==> config.mk <==
export PLATFORM = sky130hd
export DESIGN_NAME = commit_trace
export DESIGN_NICKNAME = d
export VERILOG_FILES = /design/src/rtl/commit_trace.sv
export SDC_FILE = /design/constraint.sdc
export NUM_CORES = 1
export LEC_CHECK = 0
export CAP_MARGIN = 20
export CORE_UTILIZATION = 53
export DETAILED_ROUTE_END_ITERATION = 6
export PLACE_DENSITY = 0.76
export SLEW_MARGIN = 40
export SYNTH_ARGS = -nofsm -noshare
export SYNTH_HDL_FRONTEND = slang
export SYNTH_SLANG_ARGS = --single-unit
==> constraint.sdc <==
create_clock -name clock -period 13.04 [get_ports clock]
set_input_delay 3.26 -clock clock [delete_from_list [all_inputs] [get_ports clock]]
set_output_delay 3.26 -clock clock [all_outputs]
set_load 0.005 [all_outputs]
==> src/rtl/commit_trace.sv <==
// Retired-instruction trace capture: records {pc, inst, seq} into a first-word-fall-through FIFO,
// flags sequence gaps and dropped records, and drains then halts after an ebreak retires.
module commit_trace #(
    parameter int DEPTH = 8
) (
    input  logic                      clock,
    input  logic                      reset,
    input  logic [63:0]               pc_i,
    input  logic [31:0]               inst_i,
    input  logic [63:0]               nr_insts_i,
    output logic                      trace_valid_o,
    input  logic                      trace_ready_i,
    output logic [63:0]               trace_pc_o,
    output logic [31:0]               trace_inst_o,
    output logic [63:0]               trace_seq_o,
    output logic [$clog2(DEPTH):0]    count_o,
    output logic                      overflow_o,
    output logic [31:0]               drop_cnt_o,
    output logic                      seq_err_o,
    output logic                      halted_o,
    output logic [1:0]                state_o
);

    // Handshake: a record transfers on a rising edge where trace_valid_o and trace_ready_i are
    // both high; while valid is high and ready is low the trace_* data holds its value.

    localparam int          AW       = $clog2(DEPTH);
    localparam logic [AW:0] FULL_CNT = (AW+1)'(DEPTH);
    localparam logic [AW:0] ONE_CNT  = (AW+1)'(1);
    localparam logic [31:0] EBREAK   = 32'h0010_0073;

    typedef enum logic [1:0] {
        RUN    = 2'd0,
        DRAIN  = 2'd1,
        HALTED = 2'd2
    } state_t;

    state_t          state_q, state_d;
    logic [63:0]     last_nr_q;
    logic [AW-1:0]   wr_ptr_q, rd_ptr_q;
    logic [AW:0]     count_q, count_d;
    logic [63:0]     mem_pc   [DEPTH];
    logic [31:0]     mem_inst [DEPTH];
    logic [63:0]     mem_seq  [DEPTH];

    logic retire, seq_bad, full, push_req, push, pop, drop;

    always_comb begin
        retire   = (nr_insts_i != last_nr_q);
        seq_bad  = retire && (nr_insts_i != last_nr_q + 64'd1);
        full     = (count_q == FULL_CNT);
        push_req = retire && (state_q == RUN);
        pop      = trace_valid_o && trace_ready_i;
        // A pop in the same cycle frees the slot, so a full FIFO can still accept.
        push     = push_req && (!full || pop);
        drop     = push_req && full && !pop;
        count_d  = count_q;
        if (push && !pop) begin
            count_d = count_q + ONE_CNT;
        end else if (pop && !push) begin
            count_d = count_q - ONE_CNT;
        end
    end

    always_comb begin
        state_d = state_q;
        case (state_q)
            RUN:     if (push_req && (inst_i == EBREAK)) state_d = DRAIN;
            DRAIN:   if (count_d == '0) state_d = HALTED;
            HALTED:  state_d = HALTED;
            default: state_d = RUN;
        endcase
    end

    always_ff @(posedge clock or posedge reset) begin
        if (reset) begin
            state_q    <= RUN;
            last_nr_q  <= '0;
            wr_ptr_q   <= '0;
            rd_ptr_q   <= '0;
            count_q    <= '0;
            overflow_o <= 1'b0;
            drop_cnt_o <= '0;
            seq_err_o  <= 1'b0;
        end else begin
            state_q   <= state_d;
            last_nr_q <= nr_insts_i;
            count_q   <= count_d;
            if (push) wr_ptr_q <= wr_ptr_q + AW'(1);
            if (pop)  rd_ptr_q <= rd_ptr_q + AW'(1);
            if (seq_bad) seq_err_o <= 1'b1;
            if (drop) begin
                overflow_o <= 1'b1;
                if (drop_cnt_o != 32'hFFFF_FFFF) drop_cnt_o <= drop_cnt_o + 32'd1;
            end
        end
    end

    // Storage needs no reset; outputs are gated by valid so stale entries never show.
    always_ff @(posedge clock) begin
        if (push) begin
            mem_pc[wr_ptr_q]   <= pc_i;
            mem_inst[wr_ptr_q] <= inst_i;
            mem_seq[wr_ptr_q]  <= nr_insts_i;
        end
    end

    assign trace_valid_o = (count_q != '0) && (state_q != HALTED);
    assign trace_pc_o    = trace_valid_o ? mem_pc[rd_ptr_q]   : '0;
    assign trace_inst_o  = trace_valid_o ? mem_inst[rd_ptr_q] : '0;
    assign trace_seq_o   = trace_valid_o ? mem_seq[rd_ptr_q]  : '0;
    assign count_o       = count_q;
    assign halted_o      = (state_q == HALTED);
    assign state_o       = state_q;

endmodule

==> qor.csv <==
metric;value;unit
cts-root-buf;clkbuf_16;
overflow;0;
worst-r2r-cell-count;11;
p_leak;21.7;nW
crit_path_end_kind;output pin;
ys_async_sr_fraction;7.91;%
port_buffers;364;
ys.flop_type;edfxtp_1;
synthTopCellsByArea;edfxtp_1 (70%), mux4_2 (13%), dfrtp_1 (5.0%), mux2i_1 (3.0%), nor2_1 (1.4%);
fin_area;65200;um^2
timing.hold.ws;485;ps
fp-row-count;117;
dieWidth;324;um
io_pins;365;
syn_to_final_growth;18.8;%
cts.htree.levels;4;
cap_viol_max_count;0;
ant_nets;0;
drt_pre_antenna_iters;5;
met1_usage;33.1;%
clkTransAtPathRegs;60;ps
dr_total_vias;28000;
clock_latency;750;ps
cts_tree;yes;
crit_path_max_fanout;49;
numCtsBuffers;142;
fin_ws;5370;ps
synth-edff-count;1280;
ys_ff_latch;1390;
slew_headroom;41.1;%
run_status;complete, no violations;
avgSynthCellArea;20.3;um^2
cts_setup_buffers;0;
clock_sinks;1390;
cp-start-kind;flop;
cts_hold_buffers;0;
drt-total-wl;128;mm
syn_nets;2877;
r2r-start;last_nr_q[39];
irDropWorstVdd;0.228;mV
placed_cells;4368;
place_worst_setup_slack;5230;ps
fin_nets;3319;
fin_tns_setup;0;ps
cts_resized;0;
required;9780;ps
grt_pass1_vias;29100;
synth_top_area_share;70.0;%
grt_max_degree;118;
synthCells;2705;
dpl_cell_area;60600;um^2
dieHeight;324;um
drt_first_iter_violations;2663;
rrSetupSlack;8720;ps
vias_per_cell;6.04;
path_class;flop to output pin;
met3_usage;5.63;%
crit_arrival;4410;ps
fin_crit_sh;58.8;%
grt_antenna_before_repair;22;
whs_path_depth;1;
dpl.hpwl;76.2;mm
worstMarginPinSlew;884;ps
yosys.cell_count.top_type;edfxtp_1;
drive_gt1_share;18.6;%
yosysSeqAreaShare;75.1;%
place.gp.congestion;0.910;
drcViolationCount;0;
die_area;105000;um^2
clock_path_buffers;3;
finalMaxSlewViolations;0;
total_power;15.7;mW
grt.busiest_layer;met2;
rr_endpoint;mem_seq[6][50];
worstHoldEndpoint;overflow_o;
period_needed;7670;ps
hold_violations;0;
finClkSkew;25.9;ps
yosysTopAreaCell;edfxtp_1;
ys_types;71;
hold_path.class;flop to flop;
wl_per_cell;27.6;um
rsz0062_at_grt;no;
core_area;102000;um^2
min_from;overflow_o;
synthesis.area;54900;um^2
powerDensity;240;nW/um^2
gr-usage-all-layers;24.9;%
layout.cells.non_filler;4640;
max_freq;130;MHz
netlist_top_cells_count;edfxtp_1 (1280), mux4_2 (320), nor2_1 (201), mux2i_1 (165), dfrtp_1 (110);
final_util;63.8;%
grt_pass1_wl;189;mm
yosysWarningCount;0;
gr-usage-met2;41.1;%
setup_violations;0;
initial_core_util;53.7;%
-- routing by layer --
| metal | share of wire [%] | routed length, um |
|---|---|---|
| met4 | 2.3 | 2910 |
| met5 | 0.14 | 173 |
| met1 | 40 | 50900 |
| met2 | 50 | 64500 |
| met3 | 7.5 | 9600 |
-- kinds of logic (layout without fill, tap and decap cells) --
group / Yosys count / after routing / share of synthesized area (%)
muxes: 490 / 490 / 16.2
adders and majority gates: 9 / 9 / 0.205
buffers and inverters: 135 / 689 / 0.946
DFF: 1390 / 1390 / 75.1
AOI/OAI and AO/OA: 72 / 72 / 0.882
xor gates and xnor gates: 136 / 136 / 2.17
other: 0 / 13 / 0
and+or+nand+nor: 473 / 473 / 4.50
-- worst max path at each step --
stage	start	end	slack, ps	cells after the start
6_report	rd_ptr_q[0]	trace_pc_o[57]	5370	7
5_1_grt	rd_ptr_q[0]	trace_pc_o[57]	5080	7
4_1_cts	rd_ptr_q[0]	trace_pc_o[57]	5210	7
3_5_place_dp	nr_insts_i[39]	mem_seq[6][54]	5230	12
3_3_place_gp	nr_insts_i[39]	mem_pc[6][2]	4680	10
2_1_floorplan	nr_insts_i[39]	mem_inst[2][0]	-4130	9
-- worst max-delay path: stages (launching register included) --
cell	delay [ps]
dfrtp_4	790
buf_6	640
buf_4	470
buf_12	290
mux4_2	530
mux2i_1	180
nor2_1	130
clkdlybuf4s50_1	540
-- placed cells by master (no fill, tap or decap), types with 44 or more instances in the layout --
cell | synthesis | layout
nand3_1 | 44 | 44
dfrtp_1 | 110 | 107
xnor2_1 | 60 | 60
nand2_1 | 45 | 44
clkbuf_16 | 0 | 144
mux2i_1 | 165 | 165
mux4_2 | 320 | 320
clkdlybuf4s50_1 | 0 | 364
nor2_1 | 201 | 199
xor2_1 | 76 | 76
edfxtp_1 | 1280 | 1280
-- report_power, final --
| part | total, mW | switching, mW | internal [mW] |
|---|---|---|---|
| combinational | 5.28 | 2.72 | 2.56 |
| clock | 3.93 | 1.67 | 2.26 |
| sequential | 6.45 | 0.325 | 6.12 |
-- layout make-up --
cell class | instances | area, um^2
flip-flops and latches | 1390 | 41200
well taps | 1368 | 1710
fillers | 6856 | 37000
repair buffers | 415 | 4430
diodes | 13 | 32.5
clock buffers | 175 | 3720
multi-input cells | 1180 | 13200
inverters | 18 | 70.1
clock inverters | 81 | 785
-- sequential cells by signal, summed over array words and instances (netlist names) --
name / flops
count_o: 4
drop_cnt_o: 32
last_nr_q: 64
mem_inst: 256
mem_pc: 512
mem_seq: 512
overflow_o: 1
rd_ptr_q: 3
seq_err_o: 1
state_o: 2
wr_ptr_q: 3
(Power assumes the default switching activity.)
